**src/rtl/instr_encoder.sv**
```systemverilog
// Instruction encoder: turns one field-level request into an I/T-prefixed word group.
// It is the inverse of the instruction decoder; emitted words decode back to the request fields.
//
// state     | meaning
// IDLE      | waiting for a request, in_ready high
// EMIT_I    | presenting the I prefix (imm[31:6])
// EMIT_T    | presenting the T prefix (ta3/tt3/ta4/tt4)
// EMIT_MAIN | presenting the main D/W/FRAG word, out_last high
module instr_encoder #(
    parameter int CNT_W          = 16,
    parameter bit IPREFIX_ALWAYS = 1'b0
) (
    input  logic             clk,
    input  logic             rst,
    input  logic             in_valid,
    output logic             in_ready,
    input  logic [1:0]       in_kind,
    input  logic             in_op0,
    input  logic [3:0]       in_funct,
    input  logic             in_immab,
    input  logic [31:0]      in_imm,
    input  logic             in_use_t,
    input  logic [5:0]       in_ta1,
    input  logic [5:0]       in_ta2,
    input  logic [5:0]       in_ta3,
    input  logic [5:0]       in_ta4,
    input  logic [1:0]       in_tt1,
    input  logic [1:0]       in_tt2,
    input  logic [1:0]       in_tt3,
    input  logic [1:0]       in_tt4,
    input  logic [9:0]       in_offset,
    input  logic             in_endf,
    input  logic [6:0]       in_nalloc,
    output logic             out_valid,
    input  logic             out_ready,
    output logic [31:0]      out_word,
    output logic             out_last,
    output logic             err_illegal,
    output logic [CNT_W-1:0] words_out
);

    localparam logic [1:0] KIND_D    = 2'b00;
    localparam logic [1:0] KIND_W    = 2'b01;
    localparam logic [1:0] KIND_FRAG = 2'b10;
    localparam logic [1:0] KIND_ILL  = 2'b11;

    typedef enum logic [1:0] {
        IDLE      = 2'd0,
        EMIT_I    = 2'd1,
        EMIT_T    = 2'd2,
        EMIT_MAIN = 2'd3
    } state_t;

    state_t      state;
    state_t      state_nx;

    logic [1:0]  kind_q;
    logic        op0_q;
    logic [3:0]  funct_q;
    logic        immab_q;
    logic [31:0] imm_q;
    logic        need_t_q;
    logic [5:0]  ta1_q, ta2_q, ta3_q, ta4_q;
    logic [1:0]  tt1_q, tt2_q, tt3_q, tt4_q;
    logic [9:0]  offset_q;
    logic        endf_q;
    logic [6:0]  nalloc_q;

    logic        accept;
    logic        is_dw;
    logic        need_i;
    logic        need_t;
    logic        out_fire;
    logic [31:0] word_d;
    logic [31:0] word_w;
    logic [31:0] word_t;
    logic [31:0] word_i;
    logic [31:0] word_frag;

    assign in_ready = (state == IDLE);
    assign accept   = in_valid && in_ready;
    assign is_dw    = (in_kind == KIND_D) || (in_kind == KIND_W);
    assign need_i   = is_dw && (IPREFIX_ALWAYS || (in_imm[31:6] != 26'd0));
    assign need_t   = (in_kind == KIND_D) && in_use_t;
    assign out_fire = out_valid && out_ready;

    always_ff @(posedge clk) begin
        if (rst) begin
            state <= IDLE;
        end else begin
            state <= state_nx;
        end
    end

    // Request fields are captured only on accept and stay stable for the whole group.
    always_ff @(posedge clk) begin
        if (rst) begin
            kind_q   <= KIND_D;
            op0_q    <= 1'b0;
            funct_q  <= 4'd0;
            immab_q  <= 1'b0;
            imm_q    <= 32'd0;
            need_t_q <= 1'b0;
            ta1_q    <= 6'd0;
            ta2_q    <= 6'd0;
            ta3_q    <= 6'd0;
            ta4_q    <= 6'd0;
            tt1_q    <= 2'd0;
            tt2_q    <= 2'd0;
            tt3_q    <= 2'd0;
            tt4_q    <= 2'd0;
            offset_q <= 10'd0;
            endf_q   <= 1'b0;
            nalloc_q <= 7'd0;
        end else if (accept) begin
            kind_q   <= in_kind;
            op0_q    <= in_op0;
            funct_q  <= in_funct;
            immab_q  <= in_immab;
            imm_q    <= in_imm;
            need_t_q <= need_t;
            ta1_q    <= in_ta1;
            ta2_q    <= in_ta2;
            ta3_q    <= in_ta3;
            ta4_q    <= in_ta4;
            tt1_q    <= in_tt1;
            tt2_q    <= in_tt2;
            tt3_q    <= in_tt3;
            tt4_q    <= in_tt4;
            offset_q <= in_offset;
            endf_q   <= in_endf;
            nalloc_q <= in_nalloc;
        end
    end

    always_ff @(posedge clk) begin
        if (rst) begin
            err_illegal <= 1'b0;
            words_out   <= '0;
        end else begin
            err_illegal <= accept && (in_kind == KIND_ILL);
            if (out_fire) begin
                words_out <= words_out + CNT_W'(1);
            end
        end
    end

    always_comb begin
        state_nx = state;
        case (state)
            IDLE: begin
                if (accept && (in_kind != KIND_ILL)) begin
                    if (need_i) begin
                        state_nx = EMIT_I;
                    end else if (need_t) begin
                        state_nx = EMIT_T;
                    end else begin
                        state_nx = EMIT_MAIN;
                    end
                end
            end
            EMIT_I: begin
                if (out_ready) begin
                    state_nx = need_t_q ? EMIT_T : EMIT_MAIN;
                end
            end
            EMIT_T: begin
                if (out_ready) begin
                    state_nx = EMIT_MAIN;
                end
            end
            EMIT_MAIN: begin
                if (out_ready) begin
                    state_nx = IDLE;
                end
            end
            default: state_nx = IDLE;
        endcase
    end

    always_comb begin
        word_d    = {2'b00, op0_q, funct_q, immab_q, imm_q[5:0], 2'b00,
                     tt2_q, ta2_q, tt1_q, ta1_q};
        word_w    = {3'b010, funct_q, immab_q, imm_q[5:0], 8'd0, offset_q};
        word_t    = {3'b011, 13'd0, tt4_q, ta4_q, tt3_q, ta3_q};
        word_i    = {3'b100, 3'b000, imm_q[31:6]};
        word_frag = {3'b101, endf_q, 21'd0, nalloc_q};
    end

    always_comb begin
        out_valid = 1'b0;
        out_word  = 32'd0;
        out_last  = 1'b0;
        case (state)
            EMIT_I: begin
                out_valid = 1'b1;
                out_word  = word_i;
            end
            EMIT_T: begin
                out_valid = 1'b1;
                out_word  = word_t;
            end
            EMIT_MAIN: begin
                out_valid = 1'b1;
                out_last  = 1'b1;
                case (kind_q)
                    KIND_W:    out_word = word_w;
                    KIND_FRAG: out_word = word_frag;
                    default:   out_word = word_d;
                endcase
            end
            default: begin
                out_valid = 1'b0;
            end
        endcase
    end

endmodule

```
**config.mk**
```make
export PLATFORM = sky130hd
export DESIGN_NAME = instr_encoder
export DESIGN_NICKNAME = d
export VERILOG_FILES = /design/src/rtl/instr_encoder.sv
export SDC_FILE = /design/constraint.sdc
export NUM_CORES = 1
export LEC_CHECK = 0
export CORE_ASPECT_RATIO = 1.1
export CORE_UTILIZATION = 47
export CTS_CLUSTER_DIAMETER = 40
export DETAILED_ROUTE_END_ITERATION = 7
export PLACE_DENSITY = 0.76
export REMOVE_ABC_BUFFERS = 1
export SLEW_MARGIN = 25
export SYNTH_ARGS = -nofsm -noshare
export SYNTH_HDL_FRONTEND = slang
export SYNTH_SLANG_ARGS = --single-unit
```
**constraint.sdc**
```tcl
create_clock -name clk -period 2.8 [get_ports clk]
set_clock_uncertainty 0.05 [all_clocks]
set_input_delay 0.56 -clock clk [delete_from_list [all_inputs] [get_ports clk]]
set_output_delay 0.56 -clock clk [all_outputs]
set_load 0.02 [all_outputs]
```
==> metrics.txt <==
YS warnings=0; antenna violations before repair=0; Netlist cell types=37; synthesis-to-layout area growth=37.31%; Critical Path, Cell by Cell=inv_1 > ha_1 > buf_4 > a222oi_1 > nor2_1 > dlygate4sd2_1; CTS clk-pin slew, worst paths=90 ps; clock share of power=0.218; number of diodes=0; clk root buf=clkbuf_8; status=complete, but fails checks; commonest non-fill, non-tap cell in the layout=nand2_1; Slew headroom=0.5310; CP Launch Type=register; Final Total Pwr=roughly 0.0046 W; ys flop type=dfxtp_1; # setup viols final=0; max_cap viols=0; initial core utilization=0.4828; Slew Limit Fails=0; I/O Pins=around 150; Mapped Area=4752 um^2; CTS Hold Bufs=0; Critical Path AT=2070 ps; final worst path period share=0.9577; # rows=38; RSZ-0062 raised after global routing=yes; port bufs=~150; Reg power frac=0.430; first-pass GRT wire length=approximately 21000 um; routability cong.=approximately 0.85; ys async rst share=0; maximum fanout along the worst path=12; CP top delay family=buffers and inverters; CTS buffer count=9; share of layout cells above drive strength 1=0.06992; Int Pwr=~0.0030 W; synthesized flop and latch total=between 100 and 150; vias per cell=approximately 5.5; Switch Pwr=~0.0016 W; Min-Delay Path Class=register to register; DIE AREA=approximately 11000 um^2; EDFF count, synth=0; Least-Margin Pin Slew=~700 ps; crit path kind=register to primary output; peak supply drop=between 0.4 and 0.5 mV; Sink Count=110; post-route ant nets=0; CTS HTree Levels=3; part of the power in combinational logic=0.352; Die Span X=between 90 and 100 um; initial DRC count=between 300 and 400; crit path buf inv count=3; wire per inst=~15 um; Sw Share=0.3529; Nets=860; CTS tree=built; DP Wirelength=approximately 9800 um; crit path time final=between 2000 and 3000 ps; Leakage=approximately 2.5 nW; setup TNS=0 ps; DRT Pass-1 Iters=8; Overflow after GRT=0; largest net degree at the start of global routing=67; Via Count=around 4.8k; Crit-path slowest cell=dfxtp_1; clk_lat worst skew=about 360 ps; Detailed Route WL=13460 um; Synth Instances=between 600 and 700; most frequent cells in the layout=202 x nand2_1, 114 x clkdlybuf4s50_1, 107 x dfxtp_1, 102 x a21oi_1, 37 x nor2_1; CP peak stage delay=about 420 ps; CP Capture Type=primary output; PwrDens=~700 nW/um^2; failing checks=DRC; vias in the first global route=4525; die height=between 100 and 150 um; f_max=~0.37 GHz; Hold Vio Cnt, Final=0; worst path required time=between 2000 and 2500 ps; post-synthesis average cell area=about 7.6 um^2; Bufs on Longest Clock Path=2; sequential area share after synthesis=0.4634; Residual DRC=7; core outline area=around 9800 um^2; gr usage total=0.2532
-- Yosys cell counts (5+ instances only) --
library cell  instances  area [um^2]
ha_1                  8        100.1
a22oi_1              15        112.6
o21ai_0              13        65.06
a21oi_1             102        510.5
nor3_1                7        35.03
and2_1                5        31.28
nand3_1               8        40.04
clkbuf_1             45        168.9
dfxtp_1             110         2202
xnor2_1               7        61.31
nor2_1               37        138.9
inv_1                 8        30.03
a222oi_1             16        160.2
nor4_1                9        56.30
nand2_1             203        762.0
-- through the flow --
stage / setup WS (ps) / utilization / instance area, um^2 / cells / hold WS [ps]
floorplan: -733.7 / - / 4576 / 582 / 375.7
global placement: 37.13 / 0.6470 / 6367 / 866 / 389.3
detailed placement: 5.587 / 0.6470 / 6367 / 866 / 392.6
CTS: 24.37 / 0.6650 / 6545 / 878 / 405.5
global route: -21.30 / 0.6630 / 6525 / 878 / 423.4
finish: 118.3 / 0.6630 / 6525 / 878 / 404.3
-- timing repair --
| item | CTS | global route |
|---|---|---|
| resized for setup | 35 | 26 |
| endpoints found under the setup margin | 28 | 17 |
| setup buffers | 0 | 0 |
| pin swaps | 0 | 7 |
| endpoints found under the hold margin | 0 | 0 |
-- area by class of cell --
cell class	instances	area, um^2
fill	826	3317
multi-input combinational	464	2366
inverter	8	30.03
timing repair buffer	164	1575
sequential	110	2206
clock buffer	10	137.6
clock inverter	2	60.06
tap	120	150.1
-- metal layers --
metal / up-vias / GRT usage / share of wire
li1: 2388 / - / -
met1: 2220 / 0.3025 / 0.41
met2: 163 / 0.4492 / 0.51
met3: 25 / 0.04026 / 0.058
met4: 0 / 0.1093 / 0.025
met5: - / 0 / 0
-- kinds of logic (layout without fill, tap and decap cells) --
logic type	Yosys count	after routing	synth area share
adders and majority gates	8	8	0.02106
and+or+nand+nor	291	291	0.2599
muxes	1	1	0.002106
buffers and inverters	55	184	0.04344
DFF	110	110	0.4634
AOI/OAI and AO/OA	154	154	0.1917
xor gates and xnor gates	10	10	0.01843
-- state kept, by name, indices dropped and copies added (netlist names) --
name         flops
tt2_q            2
tt1_q            2
nalloc_q         7
funct_q          4
ta1_q            6
state            2
op0_q            1
imm_q           32
offset_q        10
tt4_q            2
kind_q           2
err_illegal      1
ta2_q            6
ta4_q            6
tt3_q            2
need_t_q         1
immab_q          1
endf_q           1
ta3_q            6
words_out       16
-- final timing paths --
kind / from / endpoint / slack, ps / cells after the start
setup / recovery: state[0]$_SDFFE_PP0P_ / out_word[6] / 120 / 6
hold / removal: imm_q[23]$_SDFFE_PP0P_ / imm_q[23]$_SDFFE_PP0P_ / 400 / 2
setup reg to reg: state[0]$_SDFFE_PP0P_ / words_out[15]$_SDFFE_PP0P_ / 470 / 7
hold reg to reg: imm_q[23]$_SDFFE_PP0P_ / imm_q[23]$_SDFFE_PP0P_ / 400 / 2
-- tightest hold or removal path, stage by stage, from the launching register on --
cell     delay [ps]
dfxtp_1         310
nand2_1          50
a21oi_1          50
-- power groups by stage --
stage               Clock (W)  Sequential (W)  Combinational, W
global placement            0         0.00198           0.00159
CTS                   0.00101         0.00196           0.00162
finish               0.000995         0.00197           0.00161
floorplan                   0         0.00196          0.000882
global route          0.00107         0.00199           0.00177
detailed placement          0         0.00200           0.00163
No activity file was read; power rests on OpenSTA's default activity.
